<file path="src/rtl/dbg_fetch_arbiter.sv">
// Debug read sequencer for the multicycle MIPS: waits for an instruction boundary, stalls the CPU,
// reads one word with fixed latency and shows a selectable byte as two nibbles. Optional: DBG_AUTO_REFRESH_EN.
module dbg_fetch_arbiter #(
  parameter int RD_LAT         = 1,
  parameter int SAFE_TIMEOUT   = 255,
  parameter int REFRESH_CYCLES = 1000000
) (
  input  logic        clk,
  input  logic        rst_n,
  input  logic        dbg_req,
  input  logic        dbg_sel,
  input  logic [14:0] dbg_addr,
  input  logic        byte_next,
  input  logic        cpu_safe,
  input  logic [31:0] mem_rdata,
  input  logic [31:0] reg_rdata,
  output logic        cpu_stall,
  output logic        mem_en,
  output logic        reg_en,
  output logic [31:0] dbg_addr_out,
  output logic        dbg_busy,
  output logic        dbg_valid,
  output logic        timeout_err,
  output logic [3:0]  seg_lo,
  output logic [3:0]  seg_hi
);

  if (RD_LAT < 1 || RD_LAT > 7 || SAFE_TIMEOUT < 1 || SAFE_TIMEOUT > 255 || REFRESH_CYCLES < 1)
  begin : g_param_check
    $error("dbg_fetch_arbiter: parameter out of range");
  end

  typedef enum logic [2:0] {
    S_IDLE,
    S_WAIT_SAFE,
    S_STALL,
    S_ACCESS,
    S_CAPTURE,
    S_HOLD
  } state_t;

  state_t      state_q, state_d;
  logic        sel_q, sel_d;
  logic [14:0] addr_q, addr_d;
  logic [7:0]  wait_q, wait_d;
  logic [2:0]  lat_q, lat_d;
  logic [31:0] word_q, word_d;
  logic [1:0]  idx_q, idx_d;
  logic        valid_q, valid_d;
  logic        err_q, err_d;
  logic [3:0]  seg_lo_q, seg_hi_q;
  logic [7:0]  byte_d;

`ifdef DBG_AUTO_REFRESH_EN
  localparam int RC_W = $clog2(REFRESH_CYCLES + 1);
  logic            refresh_q, refresh_d;
  logic [RC_W-1:0] rcnt_q, rcnt_d;
`endif

  // NOTE: every signal gets its hold value before the case so no path leaves it unassigned (no latches).
  always_comb begin
    state_d = state_q;
    sel_d   = sel_q;
    addr_d  = addr_q;
    wait_d  = wait_q;
    lat_d   = lat_q;
    word_d  = word_q;
    idx_d   = idx_q;
    valid_d = valid_q;
    err_d   = err_q;
`ifdef DBG_AUTO_REFRESH_EN
    refresh_d = refresh_q;
    rcnt_d    = '0;
`endif

    // A request arriving in HOLD takes priority over a byte step in the same cycle.
    if (byte_next && valid_q && !(state_q == S_HOLD && dbg_req))
      idx_d = idx_q + 2'd1;

    case (state_q)
      S_IDLE: begin
        if (dbg_req) begin
          sel_d   = dbg_sel;
          addr_d  = dbg_addr;
          err_d   = 1'b0;
          wait_d  = '0;
          state_d = S_WAIT_SAFE;
        end
      end
      S_WAIT_SAFE: begin
        if (cpu_safe) begin
          state_d = S_STALL;
        end else if (wait_q == 8'(SAFE_TIMEOUT - 1)) begin
          err_d = 1'b1;
`ifdef DBG_AUTO_REFRESH_EN
          // A failed refresh falls back to the word already on display.
          state_d   = refresh_q ? S_HOLD : S_IDLE;
          refresh_d = 1'b0;
`else
          state_d = S_IDLE;
`endif
        end else begin
          wait_d = wait_q + 8'd1;
        end
      end
      S_STALL: begin
        lat_d   = '0;
        state_d = S_ACCESS;
      end
      S_ACCESS: begin
        if (lat_q == 3'(RD_LAT - 1)) state_d = S_CAPTURE;
        else                         lat_d   = lat_q + 3'd1;
      end
      S_CAPTURE: begin
        word_d  = sel_q ? reg_rdata : mem_rdata;
        valid_d = 1'b1;
`ifdef DBG_AUTO_REFRESH_EN
        if (!refresh_q) idx_d = '0;
        refresh_d = 1'b0;
`else
        idx_d = '0;
`endif
        state_d = S_HOLD;
      end
      S_HOLD: begin
        if (dbg_req) begin
          sel_d   = dbg_sel;
          addr_d  = dbg_addr;
          err_d   = 1'b0;
          valid_d = 1'b0;
          wait_d  = '0;
          state_d = S_WAIT_SAFE;
        end
`ifdef DBG_AUTO_REFRESH_EN
        else if (rcnt_q == RC_W'(REFRESH_CYCLES - 1)) begin
          refresh_d = 1'b1;
          wait_d    = '0;
          state_d   = S_WAIT_SAFE;
        end else begin
          rcnt_d = rcnt_q + 1'b1;
        end
`endif
      end
      default: state_d = S_IDLE;
    endcase

    // Display registers load from the next-state word/index so they move together with dbg_valid.
    byte_d = word_d[{idx_d, 3'b000} +: 8];
  end

  // NOTE: state registers use non-blocking assignments so every flop samples pre-edge values.
  always_ff @(posedge clk or negedge rst_n) begin
    if (!rst_n) begin
      state_q  <= S_IDLE;
      sel_q    <= 1'b0;
      addr_q   <= '0;
      wait_q   <= '0;
      lat_q    <= '0;
      word_q   <= '0;
      idx_q    <= '0;
      valid_q  <= 1'b0;
      err_q    <= 1'b0;
      seg_lo_q <= '0;
      seg_hi_q <= '0;
    end else begin
      state_q  <= state_d;
      sel_q    <= sel_d;
      addr_q   <= addr_d;
      wait_q   <= wait_d;
      lat_q    <= lat_d;
      word_q   <= word_d;
      idx_q    <= idx_d;
      valid_q  <= valid_d;
      err_q    <= err_d;
      seg_lo_q <= valid_d ? byte_d[3:0] : 4'd0;
      seg_hi_q <= valid_d ? byte_d[7:4] : 4'd0;
    end
  end

`ifdef DBG_AUTO_REFRESH_EN
  always_ff @(posedge clk or negedge rst_n) begin
    if (!rst_n) begin
      refresh_q <= 1'b0;
      rcnt_q    <= '0;
    end else begin
      refresh_q <= refresh_d;
      rcnt_q    <= rcnt_d;
    end
  end
`endif

  // Outputs decode straight from registers, so reset clears them without waiting for a clock.
  assign cpu_stall    = (state_q == S_STALL) || (state_q == S_ACCESS) || (state_q == S_CAPTURE);
  assign mem_en       = (state_q == S_ACCESS) && (lat_q == 3'd0) && !sel_q;
  assign reg_en       = (state_q == S_ACCESS) && (lat_q == 3'd0) && sel_q;
  assign dbg_addr_out = {17'd0, addr_q};
  assign dbg_busy     = (state_q != S_IDLE) && (state_q != S_HOLD);
  assign dbg_valid    = valid_q;
  assign timeout_err  = err_q;
  assign seg_lo       = seg_lo_q;
  assign seg_hi       = seg_hi_q;

endmodule

</file>
<file path="config.mk">
export PLATFORM = sky130hd
export DESIGN_NAME = dbg_fetch_arbiter
export DESIGN_NICKNAME = d
export VERILOG_FILES = /design/src/rtl/dbg_fetch_arbiter.sv
export SDC_FILE = /design/constraint.sdc
export NUM_CORES = 1
export LEC_CHECK = 0
export CAP_MARGIN = 0
export CORE_MARGIN = 2
export CORE_UTILIZATION = 41
export CTS_CLUSTER_DIAMETER = 40
export DETAILED_ROUTE_END_ITERATION = 8
export PLACE_DENSITY = 0.75
export SLEW_MARGIN = 20
export SYNTH_ARGS = -nofsm -noshare
export SYNTH_HDL_FRONTEND = slang
export SYNTH_SLANG_ARGS = --single-unit
</file>
<file path="constraint.sdc">
create_clock -name clk -period 1.9 [get_ports clk]
set_input_delay 0.285 -clock clk [delete_from_list [all_inputs] [get_ports clk]]
set_output_delay 0.285 -clock clk [all_outputs]
set_load 0.02 [all_outputs]
</file>
[Word level (Yosys, flattened, before mapping)]
Index checks and enable logic that the tools add are counted.
Word-level totals
  register bits: 74
  word-level logic and storage cells: 74
  bits of input ports: 85
Operators by class
  equal/unequal tests: 14
  muxes and demuxes: 23
  add/subtract/negate cells: 3
  shift-type cells: 1
  reductions and logical operators: 22
Operators by type and width (number)
  $mux 32: 2
  $shiftx 32x6->8: 1
  $mux 8: 3
  $pmux 8 s2: 1
  $mux 3: 5
  $pmux 3 s5: 1
  $ne 2x2->1 const B: 5
  $add 8x1->8 const B: 1
  $eq 8x8->1 const B: 1
  $mux 4: 2
  $reduce_and 4->1: 2
  $logic_and 1x1->1: 7
  $eq 3x2->1 const B: 2
  $eq 3x3->1 const B: 2
  $logic_not 3->1: 2
  $ne 3x3->1 const B: 2
  $pmux 3 s2: 1
  $mux 1: 4
  $mux 2: 2
  $pmux 1 s2: 2
  $reduce_and 2->1: 2
  $reduce_bool 2->1: 2
  $add 3x1->3 const B: 1
  $eq 3x1->1 const B: 1
  other kinds (7): 9

[Depth between registers and ports, before layout]
  word-level depth: 8
  gate-level depth with buffers: 8

[Worst setup path after synthesis]
OpenSTA, ideal clock, no wires.
  path kind: register -> register
  from: reg state_q[2]
  to: reg seg_hi_q[2] (netlist: seg_hi[2])
  library setup time: 101 ps
  path slack: 29 ps
  cell stages (with the launch flop): 9
  data required time: 1799 ps
  clock period less this slack: 1871 ps
  path buffers: 3
  arrival time: 1770 ps
  path through: dfrtp_1 buf_6 and4b_4 or3_1 a21o_1 buf_6 buf_12 mux2i_1 o32ai_1
Between the ends
  longest elaborated chain between the ends: 8
  elaborated cells between the ends (all ways): 11
  those cells by class: 2 x eq/ne; 1 x shift; 5 x mux; 3 x reduce/logical
Ends and longest elaborated chain
  start, declared: RTL line 42  | state_t state_q, state_d;
  start signal, assigned: RTL line 166  | state_q <= state_d;
  $eq 3x3->1: RTL line 77, 80
  $logic_and 1x1->1: RTL line 77  | if (byte_next && valid_q && !(state_q == S_HOLD && dbg_req))
  $logic_not 1->1: RTL line 77
  $logic_and 1x1->1: RTL line 77
  $mux 2: RTL line 77
  $mux 2: RTL line 80  | case (state_q)
  $shiftx 32x6->8: RTL line 148  | byte_d = word_d[{idx_d, 3'b000} +: 8];
  $mux 4 *: RTL line 176  | seg_hi_q <= valid_d ? byte_d[7:4] : 4'd0;
  end signal, assigned: RTL line 176
  end, declared: RTL line 51  | logic [3:0] seg_lo_q, seg_hi_q;
Mark *: on every way between the ends. The rest lies on a longest branch, timed or not.
A chain may end at the register's enable or synchronous reset.

[Worst setup path in the final report]
  from: reg state_q[1]
  to: reg seg_hi_q[2] (netlist: seg_hi[2])
Same word-level chain as after synthesis.

==> results summary <==
The flow ran to the end, but the final reports show violations. The final reports fail on negative setup slack. The most used standard cell by instance count after synthesis is sky130_fd_sc_hd__dfrtp_1. The number of nets in the final layout came out at 609. The number of cell instances on the worst register-to-register path is 6. The antenna cell count came out at 0. The largest net degree at the start of global routing came out at 46. The worst hold path belongs to the class in -> async. The number of I/O pins is 131. Dividing the detail-routed via count by the number of cells gives 5.087. The number of standard-cell rows in the floorplan came out at 34. The kind of critical path is reg -> reg.

Setup violations remaining at the end of the flow were counted as 5. Timing would allow up to 0.5184 GHz. The CTS H-tree depth came out at 3.

By area the synthesized netlist is led by sky130_fd_sc_hd__dfrtp_1 51%, sky130_fd_sc_hd__mux2i_1 13%, sky130_fd_sc_hd__nand2_1 5.9%, sky130_fd_sc_hd__a21oi_1 5.3%, sky130_fd_sc_hd__nor2_1 4.4%. CTS placed an instance of sky130_fd_sc_hd__clkbuf_8 at the clock tree root. The distinct cell type count of the synthesized netlist is 37. Summing the sequential cell areas from Yosys gives 50.58% of the chip area. The worst setup path is captured at a register. The number of max-slew violations in the final report is 0.

For this design, the slowest cell found on the critical path is sky130_fd_sc_hd__dfrtp_2. Data on the critical path is required at its endpoint by 2.15 ns. The total global routing track utilization is 19.32%. The largest fanout on the critical path came out at 7. The ratio of cells with drive above 1 in the final layout came out at 20.38%. The total placed cells including tap cells is 593. Walking the worst path, the cells encountered are and4b_4 > or3_4 > a21o_4 > buf_12 > mux2i_1 > o32ai_2. The capturing point of the worst reg2reg path is seg_hi[2]$_DFF_PN0_.

The total power divided by cell area is 1534 nW/um2. Detailed placement finished with a half-perimeter wire length of 6305 um. The post-layout minimum cycle time came out at 1.929 ns. The number of antenna violations at the first check in global routing came to 0.

The final worst hold slack came out at 0.4024 ns. Dividing the final minimum period by the clock period gives 101.5%. The worst-case clock buffer depth came out at 2. The number of remaining DRC errors came out at 0. The total clock sinks came out at 74. The clock buffer count from CTS came out at 9. The routed wirelength normalized by instance count is 16.17 um. The maximum vdd drop came out at 0.8345 mV. The core footprint is 8678 um2. The delay of the slowest cell on the worst path came out at 0.46 ns. The number of design-rule violations left by the first detailed-router iteration is 223. The synthesized design contains 74 register bits. The final non-filler cell total came out at 633. The data arrival at the endpoint of the critical path came out at 2.18 ns.

Max-cap violations in this run came to 0. The count of buffers added on input and output ports is 113. The clock-pin slew of the registers on the worst-case setup and hold paths came out at 0.09 ns.

The overall die height came out at 98.50 um. For the worst-skew pair, the clock arrives at the later sink with an insertion delay of 0.35 ns. For the final database, setup skew stands at 0.02153 ns. In the synthesized netlist the async set-or-reset flop fraction comes to 100.0%. In this run, synthesis inferred 0 flip-flops with an integrated enable. TritonCTS built the clock tree.

Setup repair after global routing could not meet its margin everywhere. The area enclosed by the die boundary is 9701 um2. The largest total area in the synthesized netlist belongs to sky130_fd_sc_hd__dfrtp_1.

Averaged over all synthesized cells, the footprint is 9.789 um2. After technology mapping, the gate count stands at 374. STA classifies the critical path startpoint as a register.

The die boundary width came out at 98.50 um. The number of iterations in the first detailed-routing pass is 4. The via count came out at 3220. Summing every instance area after synthesis gives 3661 um2. The final wirelength came out at 10230 um. The number of global-route vias before repair came out at 3071. The wire length of the first global-routing pass is 15060 um. The hold violation count in the final report is 0.

The minimum setup slack in the final design is -0.02903 ns. The critical register-to-register path startpoint is state_q[1]$_DFFE_PN0P_. For this run, the leading register cell type out of synthesis is sky130_fd_sc_hd__dfrtp_1.

After global routing the overflow that remains totals 0. The placer congestion estimate is 0.8350. Yosys printed 0 warnings. The layout-stage area growth over the synthesis result is 54.34%. The share of the synthesized area in the top cell type came out at 50.58%. The post-detailed-route count of antenna-violating nets came out at 0.

The starting density of the core is 42.19%. For this design the static power due to leakage is 0.002514 uW. The internal reg-to-reg setup slack is -0.03 ns. The commonest cells after synthesis are 74 x sky130_fd_sc_hd__dfrtp_1, 58 x sky130_fd_sc_hd__nand2_1, 48 x sky130_fd_sc_hd__mux2i_1.
area by class of cell:
class	count	area, um2
Clock buffer	10	127.6
Clock inverter	6	88.84
Fill cell	694	3028
Inverter	10	37.54
Multi-Input combinational cell	268	1762
Sequential cell	74	1857
Tap cell	108	135.1
Timing Repair Buffer	157	1643
worst max-delay path, delay by kind of cell, from the launching register on:
family,cells,cell delay [ns]
buf+inv,1,0.15
mux,1,0.14
compound gates,2,0.53
simple gates,2,0.57
flops,1,0.46
placed cells by master, fill, tap and decap left out, types with 3 or more instances in the layout:
master / synthesis / layout
sky130_fd_sc_hd__dfrtp_1: 74 / 70
sky130_fd_sc_hd__nand2_1: 58 / 54
sky130_fd_sc_hd__o21ai_0: 8 / 8
sky130_fd_sc_hd__o32ai_2: 0 / 3
sky130_fd_sc_hd__buf_4: 18 / 28
sky130_fd_sc_hd__nor2_1: 43 / 40
sky130_fd_sc_hd__dfrtp_2: 0 / 4
sky130_fd_sc_hd__clkbuf_16: 0 / 3
sky130_fd_sc_hd__o32ai_1: 8 / 5
sky130_fd_sc_hd__clkbuf_8: 0 / 9
sky130_fd_sc_hd__buf_12: 1 / 6
sky130_fd_sc_hd__nor2_2: 0 / 3
sky130_fd_sc_hd__mux2i_2: 0 / 5
sky130_fd_sc_hd__nand2_2: 0 / 4
sky130_fd_sc_hd__conb_1: 1 / 17
sky130_fd_sc_hd__nand3_1: 7 / 6
sky130_fd_sc_hd__or3_1: 4 / 3
sky130_fd_sc_hd__inv_1: 10 / 10
sky130_fd_sc_hd__clkdlybuf4s50_1: 0 / 108
sky130_fd_sc_hd__a21oi_2: 0 / 15
sky130_fd_sc_hd__nor3_1: 4 / 3
sky130_fd_sc_hd__mux2i_1: 48 / 42
sky130_fd_sc_hd__xnor2_1: 4 / 4
sky130_fd_sc_hd__ha_1: 4 / 4
sky130_fd_sc_hd__a21oi_1: 39 / 24
sky130_fd_sc_hd__buf_6: 2 / 6
routing by layer:
metal | wire (um) | track usage, % | vias to the layer above
li1 | - | - | 1527
met1 | 4171 | 25.29 | 1529
met2 | 5156 | 31.03 | 152
met3 | 764 | 4.894 | 12
met4 | 141 | 7.587 | 0
met5 | 0 | 0 | -
through the flow:
stage / TNS, ns / setup WS [ns] / utilization [%] / power [uW] / instance area [um2]
after floorplan: 0 / 0.02890 / - / 4865 / 3721
final: -0.08777 / -0.02903 / 65.11 / 8670 / 5650
after detailed placement: -2.404 / -0.2836 / 57.05 / 6281 / 4951
after CTS: -0.1012 / -0.02495 / 62.01 / 8101 / 5381
after global placement: -1.707 / -0.1920 / 57.05 / 6152 / 4951
after global routing: -0.8585 / -0.1203 / 65.11 / 9197 / 5650
timing repair:
item / CTS / global route
cloned: 3 / 5
buffers inserted: 13 / 3
pin swaps: 6 / 7
gates resized for setup: 19 / 48
endpoints found under the setup margin: 12 / 34
hold buffers: 1 / 0
hold endpoints to repair: 29 / 0
state kept, by name, indices dropped and copies added, names as in the netlist:
signal,cells
wait_q,8
word_q,32
dbg_valid,1
state_q,3
addr_q,15
timeout_err,1
idx_q,2
seg_lo,4
lat_q,3
seg_hi,4
sel_q,1
kinds of logic after synthesis:
family                   Yosys count  share of synthesized area [%]
AO/OA/AOI/OAI                     62                          9.672
other                              1                         0.1024
XOR/XNOR                           7                          1.675
adder cells (fa/ha/maj)            4                          1.367
flip-flops                        74                          50.58
AND/OR/NAND/NOR                  130                          15.52
multiplexers                      48                          13.12
buffers and inverters             48                          7.963
where the power goes:
group	leakage [uW]	internal (uW)	total (uW)	switching, uW
registers	0.000872	2220	2540	324
logic	0.00154	2350	4780	2420
clock network	0.000103	742	1350	609
total	0.00251	5310	8670	3360
worst max-delay path by stage:
stage                                 startpoint               endpoint  slack (ns)  cells after the start
after floorplan           state_q[2]$_DFFE_PN0P_    seg_hi[2]$_DFF_PN0_        0.03                      8
after global placement                   dbg_req    seg_hi[3]$_DFF_PN0_       -0.19                      7
after detailed placement                 dbg_req    seg_lo[0]$_DFF_PN0_       -0.28                      7
after CTS                 state_q[2]$_DFFE_PN0P_  wait_q[5]$_DFFE_PN0P_       -0.02                      7
after global routing      state_q[2]$_DFFE_PN0P_    seg_hi[2]$_DFF_PN0_       -0.12                      8
final                     state_q[1]$_DFFE_PN0P_    seg_hi[2]$_DFF_PN0_       -0.03                      6
(Power assumes the default switching activity.)
